$ cat src/rtl/prog_seq_if.sv
// Run handshake, branch/call controls, flag and LUT-write bus between the
// control decoder (master) and the program sequencer (slave).
interface prog_seq_if #(
    parameter int D = 12,
    parameter int L = 5
);
    logic         req;
    logic         done;
    logic         busy;
    logic [D-1:0] prog_ctr;
    logic         br_rel;
    logic         br_abs;
    logic [1:0]   br_cond;
    logic [7:0]   rel_off;
    logic [L-1:0] lut_idx;
    logic         call;
    logic         ret;
    logic         zero;
    logic         pari;
    logic         sc_o;
    logic         flag_en;
    logic         sc_clr;
    logic         sc_en;
    logic         zeroQ;
    logic         pariQ;
    logic         sc_q;
    logic         lut_we;
    logic [L-1:0] lut_waddr;
    logic [D-1:0] lut_wdata;
    logic         stk_err;

    modport master (
        output req, br_rel, br_abs, br_cond, rel_off, lut_idx, call, ret,
               zero, pari, sc_o, flag_en, sc_clr, sc_en,
               lut_we, lut_waddr, lut_wdata,
        input  done, busy, prog_ctr, zeroQ, pariQ, sc_q, stk_err
    );

    modport slave (
        input  req, br_rel, br_abs, br_cond, rel_off, lut_idx, call, ret,
               zero, pari, sc_o, flag_en, sc_clr, sc_en,
               lut_we, lut_waddr, lut_wdata,
        output done, busy, prog_ctr, zeroQ, pariQ, sc_q, stk_err
    );
endinterface

$ cat src/rtl/prog_seq.sv
// Program sequencer: PC, branch-target LUT, registered ALU flags, run/halt FSM.
// Define PROG_SEQ_STACK_EN to build the call/return stack (depth S).
module prog_seq #(
    parameter int D         = 12,
    parameter int L         = 5,
    parameter int S         = 4,
    parameter int DONE_ADDR = 128
) (
    input  logic      clk,
    input  logic      reset,
    prog_seq_if.slave bus
);
    typedef enum logic [1:0] {IDLE, RUN, DONE} state_t;

    localparam int           LUT_N   = 1 << L;
    localparam logic [D-1:0] DONE_PC = D'(DONE_ADDR);

    state_t       state;
    logic [D-1:0] pc;
    logic [D-1:0] pc_inc;
    logic [D-1:0] pc_rel;
    logic [D-1:0] next_pc;
    logic [D-1:0] lut [LUT_N];
    logic         zq, pq, scq;
    logic         busy_q, done_q;
    logic         cond;
    logic         step;

`ifdef PROG_SEQ_STACK_EN
    localparam int SPW = $clog2(S + 1);
    localparam int SIW = (S > 1) ? $clog2(S) : 1;

    logic [D-1:0]   stk [S];
    logic [SPW-1:0] sp;
    logic           err_q;
    logic           do_push, do_pop, set_err;
`endif

    always_comb begin
        step   = (state == RUN) && (pc != DONE_PC);
        pc_inc = pc + D'(1);
        pc_rel = pc + D'($signed(bus.rel_off));
        case (bus.br_cond)
            2'b00:   cond = 1'b1;
            2'b01:   cond = zq;
            2'b10:   cond = ~zq;
            default: cond = pq;
        endcase
        next_pc = pc_inc;
`ifdef PROG_SEQ_STACK_EN
        do_push = 1'b0;
        do_pop  = 1'b0;
        set_err = 1'b0;
        // ret/call outrank branches even when they fault (fault falls back to PC+1)
        if (bus.ret) begin
            if (sp != '0) begin
                do_pop  = step;
                next_pc = stk[SIW'(sp - 1'b1)];
            end else begin
                set_err = step;
            end
        end else if (bus.call) begin
            if (sp != SPW'(S)) begin
                do_push = step;
                next_pc = lut[bus.lut_idx];
            end else begin
                set_err = step;
            end
        end else
`endif
        if (bus.br_abs) begin
            if (cond) next_pc = lut[bus.lut_idx];
        end else if (bus.br_rel && cond) begin
            next_pc = pc_rel;
        end
    end

    always_ff @(posedge clk or negedge reset) begin
        if (!reset) begin
            state  <= IDLE;
            pc     <= '0;
            zq     <= 1'b0;
            pq     <= 1'b0;
            scq    <= 1'b0;
            busy_q <= 1'b0;
            done_q <= 1'b0;
            for (int unsigned i = 0; i < LUT_N; i++) lut[i] <= '0;
`ifdef PROG_SEQ_STACK_EN
            sp    <= '0;
            err_q <= 1'b0;
`endif
        end else begin
            case (state)
                IDLE: begin
                    pc <= '0;
                    if (bus.lut_we) lut[bus.lut_waddr] <= bus.lut_wdata;
                    if (bus.req) begin
                        state  <= RUN;
                        busy_q <= 1'b1;
                        zq     <= 1'b0;
                        pq     <= 1'b0;
                        scq    <= 1'b0;
`ifdef PROG_SEQ_STACK_EN
                        sp    <= '0;
                        err_q <= 1'b0;
`endif
                    end
                end
                RUN: begin
                    if (!step) begin
                        state  <= DONE;
                        busy_q <= 1'b0;
                        done_q <= 1'b1;
                    end else begin
                        pc <= next_pc;
                        if (bus.flag_en) begin
                            zq <= bus.zero;
                            pq <= bus.pari;
                        end
                        if (bus.sc_clr)     scq <= 1'b0;
                        else if (bus.sc_en) scq <= bus.sc_o;
`ifdef PROG_SEQ_STACK_EN
                        if (do_push)      sp <= sp + 1'b1;
                        else if (do_pop)  sp <= sp - 1'b1;
                        if (set_err)      err_q <= 1'b1;
`endif
                    end
                end
                default: begin
                    if (!bus.req) begin
                        state  <= IDLE;
                        done_q <= 1'b0;
                        pc     <= '0;
                        zq     <= 1'b0;
                        pq     <= 1'b0;
                        scq    <= 1'b0;
                    end
                end
            endcase
        end
    end

`ifdef PROG_SEQ_STACK_EN
    // Stack storage needs no reset: sp alone defines which entries are live.
    always_ff @(posedge clk) begin
        if (do_push) stk[SIW'(sp)] <= pc_inc;
    end

    assign bus.stk_err = err_q;
`else
    assign bus.stk_err = (S < 0);
`endif

    assign bus.prog_ctr = pc;
    assign bus.busy     = busy_q;
    assign bus.done     = done_q;
    assign bus.zeroQ    = zq;
    assign bus.pariQ    = pq;
    assign bus.sc_q     = scq;
endmodule

$ cat src/flat_wrapper.sv
// flat-port wrapper written by rule: the top's interface ports become plain ports
module prog_seq_flat 
#(
    parameter int D         = 12,
    parameter int L         = 5,
    parameter int S         = 4,
    parameter int DONE_ADDR = 128
)
  (clk, reset, bus_req, bus_br_rel, bus_br_abs, bus_br_cond, bus_rel_off, bus_lut_idx, bus_call, bus_ret, bus_zero, bus_pari, bus_sc_o, bus_flag_en, bus_sc_clr, bus_sc_en, bus_lut_we, bus_lut_waddr, bus_lut_wdata, bus_done, bus_busy, bus_prog_ctr, bus_zeroQ, bus_pariQ, bus_sc_q, bus_stk_err);
  prog_seq_if #(.D(D), .L(L)) bus_i ();
  input  logic clk;
  input  logic reset;
  input wire logic [$bits(bus_i.req)-1:0] bus_req;
  input wire logic [$bits(bus_i.br_rel)-1:0] bus_br_rel;
  input wire logic [$bits(bus_i.br_abs)-1:0] bus_br_abs;
  input wire logic [$bits(bus_i.br_cond)-1:0] bus_br_cond;
  input wire logic [$bits(bus_i.rel_off)-1:0] bus_rel_off;
  input wire logic [$bits(bus_i.lut_idx)-1:0] bus_lut_idx;
  input wire logic [$bits(bus_i.call)-1:0] bus_call;
  input wire logic [$bits(bus_i.ret)-1:0] bus_ret;
  input wire logic [$bits(bus_i.zero)-1:0] bus_zero;
  input wire logic [$bits(bus_i.pari)-1:0] bus_pari;
  input wire logic [$bits(bus_i.sc_o)-1:0] bus_sc_o;
  input wire logic [$bits(bus_i.flag_en)-1:0] bus_flag_en;
  input wire logic [$bits(bus_i.sc_clr)-1:0] bus_sc_clr;
  input wire logic [$bits(bus_i.sc_en)-1:0] bus_sc_en;
  input wire logic [$bits(bus_i.lut_we)-1:0] bus_lut_we;
  input wire logic [$bits(bus_i.lut_waddr)-1:0] bus_lut_waddr;
  input wire logic [$bits(bus_i.lut_wdata)-1:0] bus_lut_wdata;
  output wire logic [$bits(bus_i.done)-1:0] bus_done;
  output wire logic [$bits(bus_i.busy)-1:0] bus_busy;
  output wire logic [$bits(bus_i.prog_ctr)-1:0] bus_prog_ctr;
  output wire logic [$bits(bus_i.zeroQ)-1:0] bus_zeroQ;
  output wire logic [$bits(bus_i.pariQ)-1:0] bus_pariQ;
  output wire logic [$bits(bus_i.sc_q)-1:0] bus_sc_q;
  output wire logic [$bits(bus_i.stk_err)-1:0] bus_stk_err;
  assign bus_i.req = bus_req;
  assign bus_i.br_rel = bus_br_rel;
  assign bus_i.br_abs = bus_br_abs;
  assign bus_i.br_cond = bus_br_cond;
  assign bus_i.rel_off = bus_rel_off;
  assign bus_i.lut_idx = bus_lut_idx;
  assign bus_i.call = bus_call;
  assign bus_i.ret = bus_ret;
  assign bus_i.zero = bus_zero;
  assign bus_i.pari = bus_pari;
  assign bus_i.sc_o = bus_sc_o;
  assign bus_i.flag_en = bus_flag_en;
  assign bus_i.sc_clr = bus_sc_clr;
  assign bus_i.sc_en = bus_sc_en;
  assign bus_i.lut_we = bus_lut_we;
  assign bus_i.lut_waddr = bus_lut_waddr;
  assign bus_i.lut_wdata = bus_lut_wdata;
  assign bus_done = bus_i.done;
  assign bus_busy = bus_i.busy;
  assign bus_prog_ctr = bus_i.prog_ctr;
  assign bus_zeroQ = bus_i.zeroQ;
  assign bus_pariQ = bus_i.pariQ;
  assign bus_sc_q = bus_i.sc_q;
  assign bus_stk_err = bus_i.stk_err;
  prog_seq #(.D(D), .L(L), .S(S), .DONE_ADDR(DONE_ADDR)) u_core (.clk(clk), .reset(reset), .bus(bus_i));
endmodule
$ cat config.mk
export PLATFORM = sky130hd
export DESIGN_NAME = prog_seq_flat
export DESIGN_NICKNAME = d
export VERILOG_FILES = /design/src/rtl/prog_seq_if.sv /design/src/rtl/prog_seq.sv /design/src/flat_wrapper.sv
export SDC_FILE = /design/constraint.sdc
export NUM_CORES = 1
export LEC_CHECK = 0
export ABC_AREA = 1
export CAP_MARGIN = 20
export CELL_PAD_IN_SITES_DETAIL_PLACEMENT = 2
export CELL_PAD_IN_SITES_GLOBAL_PLACEMENT = 2
export CORE_ASPECT_RATIO = 0.75
export CORE_UTILIZATION = 25
export DETAILED_ROUTE_END_ITERATION = 12
export DONT_BUFFER_PORTS = 1
export GPL_TIMING_DRIVEN = 0
export MAX_ROUTING_LAYER = met4
export PLACE_DENSITY_LB_ADDON = 0.1
export SETUP_SLACK_MARGIN = 0.15
export SLEW_MARGIN = 20
export SYNTH_ARGS = -nofsm -noshare
export SYNTH_HDL_FRONTEND = slang
export SYNTH_SLANG_ARGS = --single-unit
$ cat constraint.sdc
create_clock -name clk -period 2.3 [get_ports clk]
set_input_delay 0.46 -clock clk [delete_from_list [all_inputs] [get_ports clk]]
set_output_delay 0.46 -clock clk [all_outputs]
set_load 0.05 [all_outputs]
==> flow_summary_export.csv, run 1 <==
group,metric,value,unit
clock_tree,clkLatencyLatePin,650,ps
place,pre_cts_ws,-753,ps
synthesis,synth_nets,2576,
synthesis,ys_warn_count,0,
worst_setup_path,worstPathArrival,2760,ps
routing,drtIter0Drc,1524,
place,placed_cells,3563,
sta,setup_slack,94.8,ps
synthesis,syn_avg_cell_area,8.01,um2
synthesis,ys_types,34,
synthesis,synth_seq_area_share,50.0,%
die,initial_core_util,25.5,%
worst_setup_path,critPathMaxFanout,7,
synthesis,yosysTopAreaCell,"dfrtp_1",
worst_setup_path,cp-start-kind,"register",
sta,finalSetupViolCount,0,
global_route,grtUsageTotal,26.8,%
global_route,grt_pass1_vias,19800,
flow_run,drv_cap,0,
sta,rsz0062_at_grt,"yes",
worst_setup_path,worst-r2r-setup-slack,90,ps
synthesis,syn_area,0.0202,mm2
worst_setup_path,r2r_end,"u_core.bus.prog_ctr[5]",
die,dieArea,0.0818,mm2
synthesis,netlist_top_cells_area,"dfrtp_1 50%, nand2_1 15%, o21ai_1 8.9%",
die,die_h,248,um
die,ioPinCount,64,
synthesis,netlist.area_leader.share,50.0,%
die,coreArea,0.0792,mm2
clock_tree,cts_made_buffers,48,
routing,vias,18900,
cells_and_area,final_common_cell,"nand2_1",
global_route,grt_start_max_net_pins,404,
routing,via_per_inst,5.16,
power,peakVddDrop,488,uV
sta,hold_violations,104,
power,power_density,1010,mW/mm2
cells_and_area,final_cell_mix,"825 x nand2_1, 390 x dfrtp_1, 363 x o21ai_1",
routing,route.detailed.drc,0,
routing,wirelength,106,mm
global_route,antenna_found_initial,2,
synthesis,syn_inst,2516,
sta,final_max_slew_viol_count,341,
synthesis,synth_flop_cell,"dfrtp_1",
place,gp_routability_congestion,0.859,
clock_tree,htreeDepth,2,
synthesis,synth-seq-cells,403,
synthesis,ys_async_sr_fraction,100,%
worst_setup_path,reg2reg_from,"u_core.bus.prog_ctr[2]",
cells_and_area,multi_input_area,0.00878,mm2
sta,final.min_clock_period,2210,ps
cells_and_area,layoutNonFillerInstCount,3674,
cells_and_area,area_growth,17.6,%
cells_and_area,drive_gt1_share,14.3,%
synthesis,synth_edf_count,0,
worst_hold_path,min_path_type,"primary input to async pin",
worst_setup_path,cp-endpoint,"u_core.bus.prog_ctr[5]",
sta,tightest_slew,2410,ps
power,total_power,0.0238,W
place,hpwl,77.1,mm
die,placementRows,89,
cells_and_area,nFillCells,8990,
global_route,grt_pass1_wl,151,mm
clock_tree,cts_tree,"built",
worst_setup_path,worst_ep_required_time,2850,ps
clock_tree,postCtsHoldBufs,1,
sta,hold_slack,-456,ps
cells_and_area,regArea,0.0101,mm2
run_status,violations,"negative hold slack, max-slew violations",
cells_and_area,nets,2648,
routing,dr.pass1.iters,5,
clock_tree,clkSlewWorstSetupHoldPaths,60,ps
sta,skew,54.6,ps
clock_tree,cts_root_buf,"clkbuf_16",
worst_setup_path,crit_path_end_kind,"register",
place,port_buffers,0,
worst_setup_path,r2r_cells,10,
power,p_leak,10.5,nW
worst_setup_path,path_class,"register to register",
sta,relSlewSlack,-60.7,%
sta,setup-tns-final,0,ps
sta,timing.fmax,453,MHz
clock_tree,clockBufferDepth,3,
sta,period_share,95.9,%
global_route,overflow,0,
routing,ant_nets,0,
worst_setup_path,cp-startpoint,"u_core.bus.prog_ctr[2]",
die,dieWidth,330,um
run_status,status,"complete, but fails checks",
routing,detail_route.wl_per_cell,28.7,um
clock_tree,cts_sinks,403,
per-stage QoR:
step / utilization [%] / cell area, um2
2_1_floorplan: - / 20200
4_1_cts: 29.7 / 23500
3_5_place_dp: 27.1 / 21500
3_3_place_gp: 27.1 / 21500
6_report: 29.9 / 23700
5_1_grt: 29.9 / 23700
layer usage:
metal	GRT usage (%)	share of wire, %
met1	40.4	52
met2	37.7	41
met3	3.69	4.7
met4	5.26	1.8
met5	-	0
worst min-delay path by stage:
stage               start  depth (start not counted)  slack, ps              end
finish              reset                          0       -460  u_core.lut[278]
global route        reset                          0       -480  u_core.lut[278]
CTS                 reset                          0       -480  u_core.lut[277]
detailed placement  reset                          0        190  u_core.lut[278]
global placement    reset                          0        180  u_core.lut[265]
floorplan           reset                          0        160  u_core.bus.busy
cell type report:
type / instances / area share, %
antenna: 1 / 0.0106
timing repair buffer: 22 / 1.02
clock buffer: 77 / 6.08
sequential: 403 / 42.7
clock inverter: 12 / 0.486
buffer: 187 / 5.56
inverter: 97 / 1.56
multi-input combinational: 1829 / 37.0
tap: 1046 / 5.52
cells in the mapped netlist, drive strengths merged (3+ instances only):
cell type  instances
nand3            325
clkinv             3
nand4              9
clkbuf            63
inv               94
ha                13
nor2              90
dfrtp            403
nor3              16
o21ai            453
o211ai            20
xor2               5
buf              124
nand2            864
xnor2              3
a21oi             23
critical path, stage by stage, from the launching register on:
cell and delay (ps):
dfrtp_4 600, ha_4 320, a21oi_2 190, nand2_2 130
nand2_1 80, nand2_1 60, xor2_1 280, nand2_1 130
a21oi_1 180, o21ai_1 90, nand2_1 70
flip-flops by register name (all words and copies together) (netlist names):
register,cells
u_core.lut,384
u_core.bus.busy,1
u_core.bus.done,1
u_core.bus.pariQ,1
u_core.bus.zeroQ,1
u_core.bus.sc_q,1
u_core.bus.prog_ctr,12
u_core.state,2
power by group:
part	internal (W)	leakage [nW]	switching (W)	total [W]
registers	0.00866	5.47	0.00158	0.0102
logic	0.00214	4.31	0.00358	0.00572
clock network	0.00441	0.771	0.00348	0.00790
total	0.0152	10.5	0.00864	0.0238
kinds of logic after synthesis:
logic type / count (synthesis) / synth area share [%]
compound gates: 499 / 13.2
xor+xnor: 8 / 0.348
fa+ha+maj: 14 / 0.906
buf+inv: 284 / 7.96
flops: 403 / 50.0
other cells: 1 / 0.0186
simple gates: 1307 / 27.5
repair_timing:
| item | CTS | global route |
|---|---|---|
| resized for setup | 80 | 51 |
| setup buffers | 14 | 6 |
| pin swaps | 13 | 18 |
| endpoints found under the setup margin | 155 | 14 |
| endpoints found under the hold margin | 405 | 403 |
Note: power is estimated with default switching activity, not from simulation.
==> run 2: changes to the inputs <==
- GPL_TIMING_DRIVEN: 0 -> not set
==> flow_summary_export.csv, run 2 (same netlist as run 1, synthesis figures left out) <==
group,metric,value,unit
run_status,status,"complete, but fails checks",
run_status,violations,"negative hold slack",
clock_tree,clockBufferDepth,3,
routing,via_per_inst,4.91,
sta,final_max_slew_viol_count,0,
power,p_leak,10.1,nW
global_route,grt_pass1_vias,18800,
cells_and_area,multi_input_area,0.00851,mm2
place,hpwl,47.3,mm
die,placementRows,89,
die,die_h,248,um
global_route,antenna_found_initial,1,
clock_tree,htreeDepth,2,
routing,vias,17300,
cells_and_area,final_cell_mix,"829 x nand2_1, 401 x dfrtp_1, 362 x o21ai_1",
die,dieWidth,330,um
worst_setup_path,crit_buf_inv,1,
clock_tree,cts_root_buf,"clkbuf_16",
worst_setup_path,path_class,"register to register",
die,dieArea,0.0818,mm2
place,port_buffers,0,
sta,finalSetupViolCount,0,
flow_run,drv_cap,0,
cells_and_area,largest_reg_flops,384,
cells_and_area,regArea,0.0101,mm2
place,gp_routability_congestion,0.795,
cells_and_area,fin_util,28.3,%
die,coreArea,0.0792,mm2
cells_and_area,drive_gt1_share,9.59,%
worst_setup_path,cp-start-kind,"register",
worst_setup_path,path_cells,"nor2_2, nand2_4, nor3_4, buf_4, nand2_2, nand2_1, o21ai_1",
sta,period_share,90.3,%
clock_tree,cts_tree,"built",
sta,final.min_clock_period,2080,ps
routing,route.detailed.drc,0,
clock_tree,cts_made_buffers,49,
worst_setup_path,cpMaxStageDelayCell,"dfrtp_1",
routing,ant_nets,0,
sta,relSlewSlack,19.9,%
sta,timing.fmax,481,MHz
worst_setup_path,critPathMaxFanout,24,
global_route,grtUsageTotal,20.0,%
routing,drtIter0Drc,834,
routing,dr.pass1.iters,4,
sta,rsz0062_at_grt,"yes",
cells_and_area,final_common_cell,"nand2_1",
die,initial_core_util,25.5,%
global_route,overflow,0,
clock_tree,postCtsHoldBufs,1,
worst_setup_path,worstPathArrival,2530,ps
worst_setup_path,worst_path_largest_cell_delay,410,ps
clock_tree,clkLatencyLatePin,610,ps
sta,tightest_slew,1200,ps
place,placed_cell_area,0.0209,mm2
sta,hold_slack,-420,ps
sta,skew,17.2,ps
routing,wirelength,78.3,mm
cells_and_area,nets,2518,
worst_setup_path,critical-path-top-delay-family,"simple AND/OR/NAND/NOR gates",
power,peakVddDrop,463,uV
worst_setup_path,cp-startpoint,"u_core.state[0]",
clock_tree,clkSlewWorstSetupHoldPaths,50,ps
sta,setup-tns-final,0,ps
cells_and_area,largest_register,"u_core.lut",
cells_and_area,area_growth,11.2,%
worst_setup_path,reg2reg_from,"u_core.state[0]",
global_route,grt_start_max_net_pins,404,
routing,detail_route.wl_per_cell,22.2,um
power,power_density,983,mW/mm2
die,ioPinCount,64,
cells_and_area,finalInstanceArea,0.0224,mm2
sta,hold_violations,403,
cells_and_area,nFillCells,8988,
clock_tree,cts_sinks,403,
worst_setup_path,worst_ep_required_time,2750,ps
worst_hold_path,min_path_type,"primary input to async pin",
global_route,grt_pass1_wl,120,mm
power,total_power,0.0220,W
worst_setup_path,crit_path_end_kind,"register",
-- run 2: changes by cell type in the layout (fill, tap and decap cells not counted), moves of 11 or more --
cell / change
clkbuf_2: -12
clkbuf_1: -52
buf_2: -29
dfrtp_1: +11
buf_6: -51
buf_4: +17
-- run 2: area by class of cell --
class                      count  area share (%)
antenna                        1          0.0112
timing repair buffer          78            3.24
multi-input combinational   1829            38.0
clock inverter                 8           0.179
tap                         1046            5.84
inverter                      97            1.67
clock buffer                  67            6.04
sequential                   403            45.0
-- run 2: final timing paths --
path / to / slack (ps) / cells past startpoint
max: u_core.lut[40] / 220 / 7
min: u_core.lut[15] / -420 / 0
max reg2reg: u_core.lut[40] / 220 / 7
min reg2reg: u_core.lut[353] / 480 / 2
max in group asynchronous: u_core.lut[60] / 1760 / 0
min in group clk: u_core.bus.sc_q / 30 / 2
-- run 2: power by group --
part / switching [W] / total [W] / internal (W)
clock network: 0.00315 / 0.00720 / 0.00404
logic: 0.00332 / 0.00523 / 0.00191
registers: 0.000972 / 0.00959 / 0.00862
total: 0.00745 / 0.0220 / 0.0146
-- run 2: timing repair --
action	in CTS	in global routing
pin swaps	0	2
resized for setup	2	16
setup endpoints to repair	2	112
buffers inserted	0	2
endpoints found under the hold margin	404	403
-- run 2: through the flow --
stage / instances / setup slack [ps]
2_1_floorplan: 2516 / 198
3_3_place_gp: 3450 / 62.5
3_5_place_dp: 3450 / 67.2
4_1_cts: 3526 / 136
5_1_grt: 3529 / 87.2
6_report: 3529 / 222
-- run 2: worst register-to-register path, cell delays in order, from the launching register on --
cell	delay, ps
dfrtp_1	410
nor2_2	240
nand2_4	160
nor3_4	130
buf_4	280
nand2_2	410
nand2_1	210
o21ai_1	90
-- run 2: metal layers --
| layer | track usage (%) | routed length, um | part of all wire [%] | vias to the layer above |
|---|---|---|---|---|
| met5 | - | 0 | 0 | - |
| met4 | 4.81 | 1640 | 2.1 | 0 |
| met3 | 2.40 | 1970 | 2.5 | 89 |
| met2 | 30.1 | 34300 | 44 | 144 |
| met1 | 28.5 | 40400 | 52 | 8947 |
| li1 | - | - | - | 8138 |
